===== src/rtl/dump_trigger_ctrl.sv =====
// Capture-window controller: counts frames from vertical sync, opens the dump
// window on a start frame / download end / immediately, and closes it on a stop frame.
module dump_trigger_ctrl #(
  parameter int CW   = 32,
  parameter int CH   = 4,
  parameter int SYNC = 1,
  parameter int MINT = 20000
) (
  input  logic          clk,
  input  logic          rst_n,
  input  logic          vs,
  input  logic          dwnld,
  input  logic [1:0]    mode,
  input  logic [CW-1:0] start_frame,
  input  logic [CW-1:0] stop_frame,
  input  logic [CH-1:0] ch_mask,
  output logic [CW-1:0] frame_cnt,
  output logic [CH-1:0] dump_en,
  output logic          dump_on,
  output logic          dump_off,
  output logic [1:0]    st
);

  localparam int             MW       = (MINT < 1) ? 1 : $clog2(MINT + 1);
  localparam logic [MW-1:0]  MINT_SAT = MW'(MINT);

  typedef enum logic [1:0] {
    IDLE    = 2'd0,
    ARMED   = 2'd1,
    DUMPING = 2'd2,
    DONE    = 2'd3
  } state_t;

  state_t        state_q, state_d;
  logic [1:0]    mode_q;
  logic [CW-1:0] frame_q, frame_d;
  logic [CH-1:0] dump_en_q, dump_en_d;
  logic          dump_on_q, dump_on_d;
  logic          dump_off_q, dump_off_d;
  logic [MW-1:0] mint_q;
  logic          vs_p_q, dl_p_q;
  logic          vs_s, dl_s;

  if (SYNC != 0) begin : g_sync
    logic vs_m_q, vs_s_q, dl_m_q, dl_s_q;
    always_ff @(posedge clk or negedge rst_n) begin
      if (!rst_n) begin
        vs_m_q <= 1'b0;
        vs_s_q <= 1'b0;
        dl_m_q <= 1'b0;
        dl_s_q <= 1'b0;
      end else begin
        vs_m_q <= vs;
        vs_s_q <= vs_m_q;
        dl_m_q <= dwnld;
        dl_s_q <= dl_m_q;
      end
    end
    assign vs_s = vs_s_q;
    assign dl_s = dl_s_q;
  end else begin : g_nosync
    assign vs_s = vs;
    assign dl_s = dwnld;
  end

  logic   vs_fall, dl_fall, dl_acc, mint_sat;
  logic   is_m2;
  logic [1:0] eff_mode;

  assign vs_fall  = vs_p_q & ~vs_s;
  assign dl_fall  = dl_p_q & ~dl_s;
  assign mint_sat = (mint_q == MINT_SAT);
  assign dl_acc   = dl_fall & mint_sat;
  // mode is live only while IDLE; afterwards the value latched there governs
  assign eff_mode = (state_q == IDLE) ? mode : mode_q;
  assign is_m2    = (eff_mode == 2'd2);

  always_comb begin
    frame_d = frame_q;
    if (is_m2 && (dl_acc || dl_s)) frame_d = '0;
    else if (vs_fall)              frame_d = frame_q + 1'b1;
  end

  always_comb begin
    state_d = state_q;
    case (state_q)
      IDLE: begin
        case (mode)
          2'd0:       state_d = DUMPING;
          2'd1, 2'd2: state_d = ARMED;
          default:    state_d = IDLE;
        endcase
      end
      ARMED: begin
        if (mode_q == 2'd1 && vs_fall && frame_q == start_frame) state_d = DUMPING;
        if (mode_q == 2'd2 && dl_acc)                            state_d = DUMPING;
      end
      DUMPING: begin
        if (stop_frame != '0 && vs_fall && frame_q == stop_frame) state_d = DONE;
      end
      default: state_d = DONE;
    endcase
  end

  always_comb begin
    dump_on_d  = (state_d == DUMPING) && (state_q != DUMPING);
    dump_off_d = (state_d == DONE) && (state_q != DONE);
    dump_en_d  = (state_q == DUMPING) ? ch_mask : '0;
  end

  always_ff @(posedge clk or negedge rst_n) begin
    if (!rst_n) begin
      state_q    <= IDLE;
      mode_q     <= 2'd0;
      frame_q    <= '0;
      dump_en_q  <= '0;
      dump_on_q  <= 1'b0;
      dump_off_q <= 1'b0;
      mint_q     <= '0;
      vs_p_q     <= 1'b0;
      dl_p_q     <= 1'b0;
    end else begin
      state_q    <= state_d;
      if (state_q == IDLE) mode_q <= mode;
      frame_q    <= frame_d;
      dump_en_q  <= dump_en_d;
      dump_on_q  <= dump_on_d;
      dump_off_q <= dump_off_d;
      if (!mint_sat) mint_q <= mint_q + 1'b1;
      vs_p_q     <= vs_s;
      dl_p_q     <= dl_s;
    end
  end

  assign frame_cnt = frame_q;
  assign dump_en   = dump_en_q;
  assign dump_on   = dump_on_q;
  assign dump_off  = dump_off_q;
  assign st        = state_q;

endmodule


===== config.mk =====
export PLATFORM = sky130hd
export DESIGN_NAME = dump_trigger_ctrl
export DESIGN_NICKNAME = d
export VERILOG_FILES = /design/src/rtl/dump_trigger_ctrl.sv
export SDC_FILE = /design/constraint.sdc
export NUM_CORES = 1
export LEC_CHECK = 0
export BUFFER_PORTS_ARGS = -buffer_cell sky130_fd_sc_hd__buf_2
export CORE_MARGIN = 5
export CORE_UTILIZATION = 45
export CTS_CLUSTER_DIAMETER = 150
export DETAILED_ROUTE_END_ITERATION = 10
export PLACE_DENSITY = 0.81
export SLEW_MARGIN = 20
export SYNTH_ARGS = -nofsm -noshare
export SYNTH_HDL_FRONTEND = slang
export SYNTH_SLANG_ARGS = --single-unit

===== constraint.sdc =====
create_clock -name clk -period 5.4 [get_ports clk]
set_input_delay 0.81 -clock clk [delete_from_list [all_inputs] [get_ports clk]]
set_output_delay 0.81 -clock clk [all_outputs]
set_load 0.03 [all_outputs]

==> reports/metrics.cfg <==
[outcome]
outcome=finished clean

[global_routing]
antenna_found_initial=0
grt_pass1_wl_um=16510
overflow=0
grt_pass1_vias=3188
grt_use_met1_pct=28.11
met3_usage_pct=6.367
grt_max_degree=64
grt-busiest-layer=met2
grt.met2_usage_pct=33.72
grt.total_usage_pct=21.25

[finish]
fin_nets=565
fillers=727
design_area_um2=4548
antenna_cells=0
layout_common_cells=113 x buf_2, 63 x dfrtp_1, 55 x xnor2_1
mostFrequentLayoutCell=buf_2
drive_gt1_share_pct=30.08
final_cells=597
synthToLayoutAreaGrowth_pct=22.43

[place]
placed_area_um2=4339
dpl.hpwl_um=8136
dp.cells=581
globalplace.congestion=0.9009
portBuffers=113
dpl_worst_slack_ps=3024

[worst_setup_path]
timing.rr.start=mint_q[0]$_DFFE_PN0P_
cp.required_ps=5620
worstPathArrival_ps=2500
crit_type=flip-flop to flip-flop
critPathLaunchType=flip-flop
setup.worst_path.end_class=flip-flop
ff2ff_path_depth=9
rrSetupSlack_ps=3120
cp_max_fo=32
rr_endpoint=frame_cnt[30]$_DFFE_PN0P_

[power_and_ir_drop]
p_int_uw=910.5
p_seq_share_pct=41.8
power_switching_uw=509.5
pwr-share-comb_pct=27.5
ir_worst_vdd_uv=250.6
p_leak_uw=0.002217
swShare_pct=35.88
powerDensity_nw_per_um2=312.2
clkPwrFrac_pct=30.7

[run]
drv_cap=0

[synthesis]
synth_top_family_by_area=simple AND/OR/NAND/NOR gates
synth.area.top_cells=dfrtp_1 42%, xnor2_1 13%, xor2_1 12%
synth_xor_area_share_pct=24.76
synth_mux_area_share_pct=0.8757
yosysTopAreaCell=dfrtp_1
syn_nets=458
synthCells=380
synth_cell_type_count=43
synth_area_um2=3715
synth_edf_count=0
synth_flop_cell=dfrtp_1
synthAdderAreaFrac_pct=1.347
yosys_warnings=0
synth-compound-area-share_pct=1.920
yosysSeqAreaShare_pct=42.44
async_flop_share_pct=100.0
syn_avg_cell_area_um2=9.776
synth.ff_latch_count=63
synth-simple-area-share_pct=25.03
yosysTopAreaCellShare_pct=42.44

[cts]
postCtsSetupBuffers=0
clk_pin_slew_ps=70
cts_max_path_buffers=2
tritoncts=yes
cts_hold_buf=0
htree_levels=3
clk_latency_ps=350
post_cts_resized=0
cts_sinks=63
cts_buffers=9
cts-root-buf=clkbuf_8

[timing]
slew-limit-headroom_pct=47.53
rsz0062_at_grt=no
max_freq_mhz=439.0
finalHoldViolCount=0
whs_ps=359.4
setup_tns_ps=0
period_share_pct=42.18
worst_slack_ps=3122
period_needed_ps=2278
slew_violations=0
setup_violations=0
clock_skew_ps=10.97
tightest_slew_ps=787.1

[die]
fp.dieW_um=100.9
core-area_um2=8134
ios=114
start_util_pct=45.67
die-area_um2=10170
die_y_um=100.9
rows=33

[hold_path]
min_path_type=flip-flop to flip-flop
holdPathStages=0
hold_end=g_sync.vs_s_q$_DFF_PN0_
worstHoldStart=g_sync.vs_m_q$_DFF_PN0_

[route]
dr.pass1.iters=5
drt_iter0_drc=205
antenna_left=0
drc=0
wl_um=10480
viasPerCell=5.379
routedWlPerCell_um=17.56
vias=3211

-- power groups by stage --
stage / sequential (µW) / combinational, µW / clock (µW)
CTS: 594 / 392 / 441
detailed placement: 603 / 390 / 0
global placement: 600 / 383 / 0
global route: 602 / 420 / 465
floorplan: 660 / 183 / 0
finish: 594 / 390 / 436
-- cells in the mapped netlist (3+ instances only) --
master    count
nand4_1      22
xor2_1       50
nor2_2        3
dfrtp_1      63
inv_1        11
nor4_1       17
buf_4         4
clkbuf_1      9
and2_2        4
and3_1        7
nor2_1       48
nand2_1      21
nand3_1      15
nand2b_1      5
buf_2         5
ha_1          4
xnor2_1      55
nor3_1        3
-- logic make-up (layout without fill, tap and decap cells) --
group	count (synthesis)	count (layout)
xor+xnor	105	105
mux	3	3
compound gates	9	9
fa+ha+maj	4	4
flops	63	63
buf+inv	30	142
simple gates	166	166
-- stage by stage --
stage          util [%]  total power (µW)
6_report          55.91              1420
5_1_grt           55.91              1487
4_1_cts           55.91              1427
3_5_place_dp      53.35             993.0
3_3_place_gp      53.35             982.7
2_1_floorplan         -             843.1
-- per-layer routing --
layer  vias to the layer above  wire length, µm
li1                       1490                -
met1                      1565             4456
met2                       138             4928
met3                        18              929
met4                         0              168
met5                         -                0
-- final cells by class --
cell class              instances  area [µm²]  share of cell area (%)
inverters                      11       41.29                  0.9078
well taps                     105       131.4                   2.889
clock buffers                  12       155.1                   3.411
flip-flops and latches         63        1577                   34.66
multi-input cells             287        2009                   44.18
clock inverters                 4       53.80                   1.183
repair buffers                115       580.6                   12.76
-- worst max path at each step --
stage	startpoint	endpoint
finish	mint_q[0]$_DFFE_PN0P_	frame_cnt[30]$_DFFE_PN0P_
global route	mint_q[0]$_DFFE_PN0P_	frame_cnt[19]$_DFFE_PN0P_
CTS	mint_q[0]$_DFFE_PN0P_	frame_cnt[31]$_DFFE_PN0P_
detailed placement	start_frame[13]	dump_off$_DFF_PN0_
global placement	start_frame[29]	dump_off$_DFF_PN0_
floorplan	stop_frame[7]	dump_off$_DFF_PN0_
-- flip-flops by register name, indices dropped and copies added (netlist names), 2 cells and up --
name       count
mint_q        15
st             2
frame_cnt     32
dump_en        4
mode_q         2
-- worst max-delay path: stages, from the launching register on --
cell and delay [ps]:
dfrtp_1 420, inv_1 110, ha_1 150, nor4b_1 220, nand4_1 340, inv_1 130
a21oi_1 120, nor3b_4 190, buf_4 370, nor2_1 100
Note: power is estimated with default switching activity, not from simulation.
